File: src/rtl/round_robin_arbiter.sv
// ---------------------------------------------------------------------------
// round_robin_arbiter
//   Gives one of CHANNELS requesters exclusive ownership of a shared resource.
//   The arbitration is round-robin. The owner keeps the grant until it pulses
//   i_done or drops its request. All outputs come straight from flops, so no
//   input reaches an output through combinational logic.
//
//   Optional feature (compile-time macro ARB_TIMEOUT_EN):
//     When it is defined, a hold counter forces a release after TIMEOUT_CYCLES
//     grant cycles, and o_timeout pulses for one cycle.
//     When it is undefined, no counter is built and o_timeout is tied to 0.
//
// Ports
//   i_clk       : clock, rising edge
//   i_reset     : asynchronous reset, active high
//   i_req       : per-channel request level, held until served
//   i_done      : release strobe from the current owner
//   o_grant     : registered one-hot grant, zero when idle
//   o_grant_id  : encoded index of o_grant, 0 when idle
//   o_valid     : registered |o_grant
//   o_timeout   : one-cycle pulse on a forced release
// ---------------------------------------------------------------------------

// Per-channel slice. Masks the current owner out of re-arbitration and taps
// the owner's own request for the abandon check.
module rra_lane (
  input  logic i_req,
  input  logic i_owner,
  output logic o_elig,
  output logic o_owner_req
);
  assign o_elig      = i_req & ~i_owner;
  assign o_owner_req = i_req &  i_owner;
endmodule

module round_robin_arbiter #(
  parameter  int CHANNELS       = 4,
  parameter  int TIMEOUT_CYCLES = 16,
  localparam int IDW            = (CHANNELS > 2) ? $clog2(CHANNELS) : 1
) (
  input  logic                i_clk,
  input  logic                i_reset,
  input  logic [CHANNELS-1:0] i_req,
  input  logic                i_done,
  output logic [CHANNELS-1:0] o_grant,
  output logic [IDW-1:0]      o_grant_id,
  output logic                o_valid,
  output logic                o_timeout
);

  if (CHANNELS < 2 || TIMEOUT_CYCLES < 1) begin : g_bad_param
    $error("round_robin_arbiter: CHANNELS must be >= 2 and TIMEOUT_CYCLES >= 1");
  end

  typedef enum logic {S_IDLE = 1'b0, S_GRANT = 1'b1} state_t;

  state_t              r_state, w_state_nxt;
  logic [CHANNELS-1:0] r_grant, w_grant_nxt;
  logic [IDW-1:0]      r_id, w_id_nxt;
  logic [IDW-1:0]      r_ptr, w_ptr_nxt;
  logic                r_valid;

  logic [CHANNELS-1:0] w_elig, w_own_req;
  logic [IDW-1:0]      w_next_ptr, w_base, w_pick_id;
  logic                w_pick_any, w_owner_req, w_release, w_new_grant;
  logic                w_to_hit, w_to_fire;

  // (base + off) mod CHANNELS, where off < CHANNELS
  function automatic logic [IDW-1:0] f_wrap(input logic [IDW-1:0] base, input int off);
    int s;
    s = int'(base) + off;
    if (s >= CHANNELS) s -= CHANNELS;
    return IDW'(s);
  endfunction

  // ---- per-channel lanes ----
  for (genvar g = 0; g < CHANNELS; g++) begin : g_lane
    rra_lane u_lane (
      .i_req       (i_req[g]),
      .i_owner     (r_grant[g]),
      .o_elig      (w_elig[g]),
      .o_owner_req (w_own_req[g])
    );
  end

  assign w_owner_req = |w_own_req;

  // Pointer after the current owner releases. Wraps from the last channel to 0.
  assign w_next_ptr = (r_id == IDW'(CHANNELS - 1)) ? '0 : r_id + 1'b1;

  // In IDLE the search starts at the stored pointer. On a release it starts
  // at the updated pointer in the same edge, so a back-to-back grant already
  // sees the new priority.
  assign w_base = (r_state == S_GRANT) ? w_next_ptr : r_ptr;

  // Search from the back of the order to the front. The last hit is then the
  // first eligible channel in priority order.
  always_comb begin
    w_pick_any = 1'b0;
    w_pick_id  = '0;
    for (int i = CHANNELS - 1; i >= 0; i--) begin
      if (w_elig[f_wrap(w_base, i)]) begin
        w_pick_any = 1'b1;
        w_pick_id  = f_wrap(w_base, i);
      end
    end
  end

  // ---- optional forced release ----
`ifdef ARB_TIMEOUT_EN
  localparam int CW = (TIMEOUT_CYCLES > 2) ? $clog2(TIMEOUT_CYCLES) : 1;

  logic [CW-1:0] r_cnt, w_cnt_nxt;
  logic          r_timeout;

  assign w_to_hit  = (r_state == S_GRANT) && (r_cnt == CW'(TIMEOUT_CYCLES - 1));
  // A release the owner asks for on the same edge (i_done, or a dropped
  // request) is an ordinary release, so it raises no timeout pulse.
  assign w_to_fire = w_to_hit & ~i_done & w_owner_req;

  always_comb begin
    w_cnt_nxt = r_cnt;
    if (w_new_grant || w_release) w_cnt_nxt = '0;
    else if (r_state == S_GRANT)  w_cnt_nxt = r_cnt + 1'b1;
  end

  always_ff @(posedge i_clk or posedge i_reset) begin
    if (i_reset) begin
      r_cnt     <= '0;
      r_timeout <= 1'b0;
    end else begin
      r_cnt     <= w_cnt_nxt;
      r_timeout <= w_to_fire;
    end
  end

  assign o_timeout = r_timeout;
`else
  assign w_to_hit  = 1'b0;
  assign w_to_fire = 1'b0;
  assign o_timeout = 1'b0;
`endif

  assign w_release   = (r_state == S_GRANT) && (i_done || !w_owner_req || w_to_hit);
  assign w_new_grant = w_pick_any && ((r_state == S_IDLE) || w_release);

  // ---- FSM: state register ----
  always_ff @(posedge i_clk or posedge i_reset) begin
    if (i_reset) r_state <= S_IDLE;
    else         r_state <= w_state_nxt;
  end

  // ---- FSM: next state ----
  always_comb begin
    w_state_nxt = r_state;
    case (r_state)
      S_IDLE:  if (w_pick_any)                 w_state_nxt = S_GRANT;
      S_GRANT: if (w_release && !w_pick_any)   w_state_nxt = S_IDLE;
      default:                                 w_state_nxt = S_IDLE;
    endcase
  end

  // ---- FSM: output / datapath next values ----
  always_comb begin
    w_grant_nxt = r_grant;
    w_id_nxt    = r_id;
    w_ptr_nxt   = r_ptr;
    if (r_state == S_IDLE || w_release) begin
      w_grant_nxt = '0;
      w_id_nxt    = '0;
    end
    // The pointer moves only on a release, never on a grant.
    if (w_release) w_ptr_nxt = w_next_ptr;
    if (w_new_grant) begin
      w_grant_nxt            = '0;
      w_grant_nxt[w_pick_id] = 1'b1;
      w_id_nxt               = w_pick_id;
    end
  end

  always_ff @(posedge i_clk or posedge i_reset) begin
    if (i_reset) begin
      r_grant <= '0;
      r_id    <= '0;
      r_ptr   <= '0;
      r_valid <= 1'b0;
    end else begin
      r_grant <= w_grant_nxt;
      r_id    <= w_id_nxt;
      r_ptr   <= w_ptr_nxt;
      r_valid <= |w_grant_nxt;
    end
  end

  assign o_grant    = r_grant;
  assign o_grant_id = r_id;
  assign o_valid    = r_valid;

endmodule

File: config.mk
export PLATFORM = sky130hd
export DESIGN_NAME = round_robin_arbiter
export DESIGN_NICKNAME = d
export VERILOG_FILES = /design/src/rtl/round_robin_arbiter.sv
export SDC_FILE = /design/constraint.sdc
export NUM_CORES = 1
export LEC_CHECK = 0
export CAP_MARGIN = 20
export CORE_MARGIN = 3
export CORE_UTILIZATION = 35
export CTS_BUF_LIST = sky130_fd_sc_hd__clkbuf_4 sky130_fd_sc_hd__clkbuf_8
export DETAILED_ROUTE_END_ITERATION = 10
export HOLD_SLACK_MARGIN = 0.05
export PLACE_DENSITY = 0.56
export SKIP_CTS_REPAIR_TIMING = 1
export SYNTH_ARGS = -nofsm -noshare
export SYNTH_HDL_FRONTEND = slang
export SYNTH_HIERARCHICAL = 1
export SYNTH_SLANG_ARGS = --single-unit
File: constraint.sdc
create_clock -name i_clk -period 4.5 [get_ports i_clk]
set_input_delay 1.125 -clock i_clk [delete_from_list [all_inputs] [get_ports i_clk]]
set_output_delay 1.125 -clock i_clk [all_outputs]
set_load 0.01 [all_outputs]
==> metrics.txt <==
Lkg Pwr=0.348 nW; maxcap violations=0; crit path kind=in2reg; antenna violations before repair=0; # H-tree levels=1; Syn. warnings=6; EDFF count, synth=0; RePlAce Congestion=0.779; drt drc=0; CP Cell Sequence=clkdlybuf4s50_1, and2_2, nor4_1, nor3b_2, or4b_1, a21boi_1; Largest stage delay, worst path=0.51 ns; Num CTS Buffers=3; Seq/Total Area, Yosys=36.8%; input/output buffers=13; io pins=15; CP Capture Type=register; ANT cells=0; worst skew pair latency=0.28 ns; most frequent cells in the layout=13 x clkdlybuf4s50_1, 10 x dfrtp_1, 5 x nand2_1; clock tree sinks=10; via count=577; Core ar.=0.00178 mm2; HP Class=reg2reg; leading cell type in the layout, fill and taps excluded=clkdlybuf4s50_1; Power, Total=598 uW; total wire length=1460 um; largest net degree at the start of global routing=15; Least-Margin Pin Slew=0.783 ns; RSZ-0062 raised after global routing=no; Reg2Reg Setup Slack=2.38 ns; Avg Vias per Cell=5.29; Initial Utilization=38.1%; worst path required time=4.62 ns; Post-Syn Area=679 um2; Post-Syn Nets=78; register area=250 um2; share of cells above drive strength 1=22.6%; Total Die Area=0.00251 mm2; Final min period=2.85 ns; Final Hold Fails=0; GRT Total Usage=14.3%; HPWL Detailed=1120 um; Final Slew Violations=0; Site Rows=15; Synth cell types=36; area grow syn2layout=25.8%; status=completed; clock buffer depth=2; Chip Width=50.1 um; Worst path slowest cell=or4b_1; Fmax=351 MHz; #FFs+latches synth=10; CTS tree=yes; footprint of the multi-input gates=399 um2; post-synthesis async set-or-reset flop share=100%; Final Setup Violations=0; Sum Neg Setup Slack=0 ns; headroom to the max-slew limit=47.6%; DIE HEIGHT=50.1 um; CP max FO=14; period utilisation layout=63.3%; Final nets=93; Pwr Density=700 mW/mm2; Cells after Synth=70; total gr overflow=0; WL/cell=13.4 um; Startpoint Class=input pin; Arr. time, crit path=2.97 ns; Reg clk slew, reported paths=0.07 ns; DR pass1 iterations=4; CTS Root Cell=clkbuf_4; ys flop type=dfrtp_1; Initial DRC Count=11; fillers=172; Worst Skew=0.00205 ns; vias in the first global route=583; peak supply drop=0.394 mV; syn avg cell area=9.71 um2; first-pass GRT wire length=2680 um; Post-DRT Antenna Nets=0
## Yosys cell counts, types with 2 or more instances
library cell	instances	area (um2)
a21oi_1	4	20.0
a31oi_1	2	12.5
and2_2	4	30.0
and2b_2	4	35.0
dfrtp_1	10	250
inv_1	2	7.51
mux2_2	3	33.8
mux2i_1	2	20.0
nand2_1	5	18.8
nand2b_1	2	12.5
nor2_1	3	11.3
nor4_1	2	12.5
o21ai_0	3	15.0
o21ai_1	2	10.0
## logic make-up (layout without fill, tap and decap cells)
family                     count (synthesis)  count (layout)  share of synthesized area [%]
AOI/OAI and AO/OA                         20              20                           21.7
adders and majority gates                  1               1                           1.84
and+or+nand+nor                           28              28                           26.7
DFF                                       10              10                           36.8
buffers and inverters                      5              19                           4.42
muxes                                      5               5                           7.92
other                                      1               1                          0.552
## power by group
part,switching (mW),total [mW],internal [mW],leakage (nW)
logic,0.177,0.351,0.174,0.209
clock network,0.0366,0.0859,0.0493,0.0210
registers,0.0327,0.161,0.129,0.119
total,0.246,0.598,0.352,0.348
## registers in the layout, indices dropped and copies added, names as in the netlist
name	flops
r_ptr	2
o_grant_id	2
o_grant	4
r_state	1
o_valid	1
## metrics by stage
| stage | instance area, um2 | utilization [%] | worst slack [ns] | instances | hold slack [ns] |
|---|---|---|---|---|---|
| global placement | 818 | 45.9 | 1.40 | 105 | 0.495 |
| CTS | 855 | 47.9 | 1.64 | 109 | 0.526 |
| detailed placement | 818 | 45.9 | 1.34 | 105 | 0.498 |
| finish | 855 | 47.9 | 1.65 | 109 | 0.523 |
| global route | 855 | 47.9 | 1.58 | 109 | 0.558 |
| floorplan | 679 | - | 2.00 | 70 | 0.480 |
## path summary, 6_finish.rpt
check                                   start       endpoint  cells after the start
worst max-delay path                 i_req[1]        o_valid                      6
worst min-delay path                 r_ptr[0]       r_ptr[0]                      1
min in group asynchronous             i_reset     o_grant[0]                      2
max in group asynchronous             i_reset  o_grant_id[1]                      2
worst max register to register  o_grant_id[0]     o_grant[1]                      5
worst min register to register       r_ptr[0]       r_ptr[0]                      1
## worst max-delay path, delay by kind of cell
family / cells / cell delay [ns]
simple gates: 4 / 1.30
buf+inv: 1 / 0.41
compound gates: 1 / 0.15
## per-layer routing
| layer | global-route usage, % | routed length (um) |
|---|---|---|
| met2 | 20.2 | 649 |
| met1 | 18.0 | 699 |
| met5 | 0 | 0 |
| met4 | 9.22 | 28 |
| met3 | 5.14 | 84 |
## cell type report
class / instances / area share (%)
Sequential cell: 10 / 29.3
Timing Repair Buffer: 13 / 15.2
Multi-Input combinational cell: 55 / 46.7
Inverter: 2 / 0.878
Clock buffer: 4 / 4.25
Tap cell: 25 / 3.66
No activity file was read; power rests on OpenSTA's default activity.
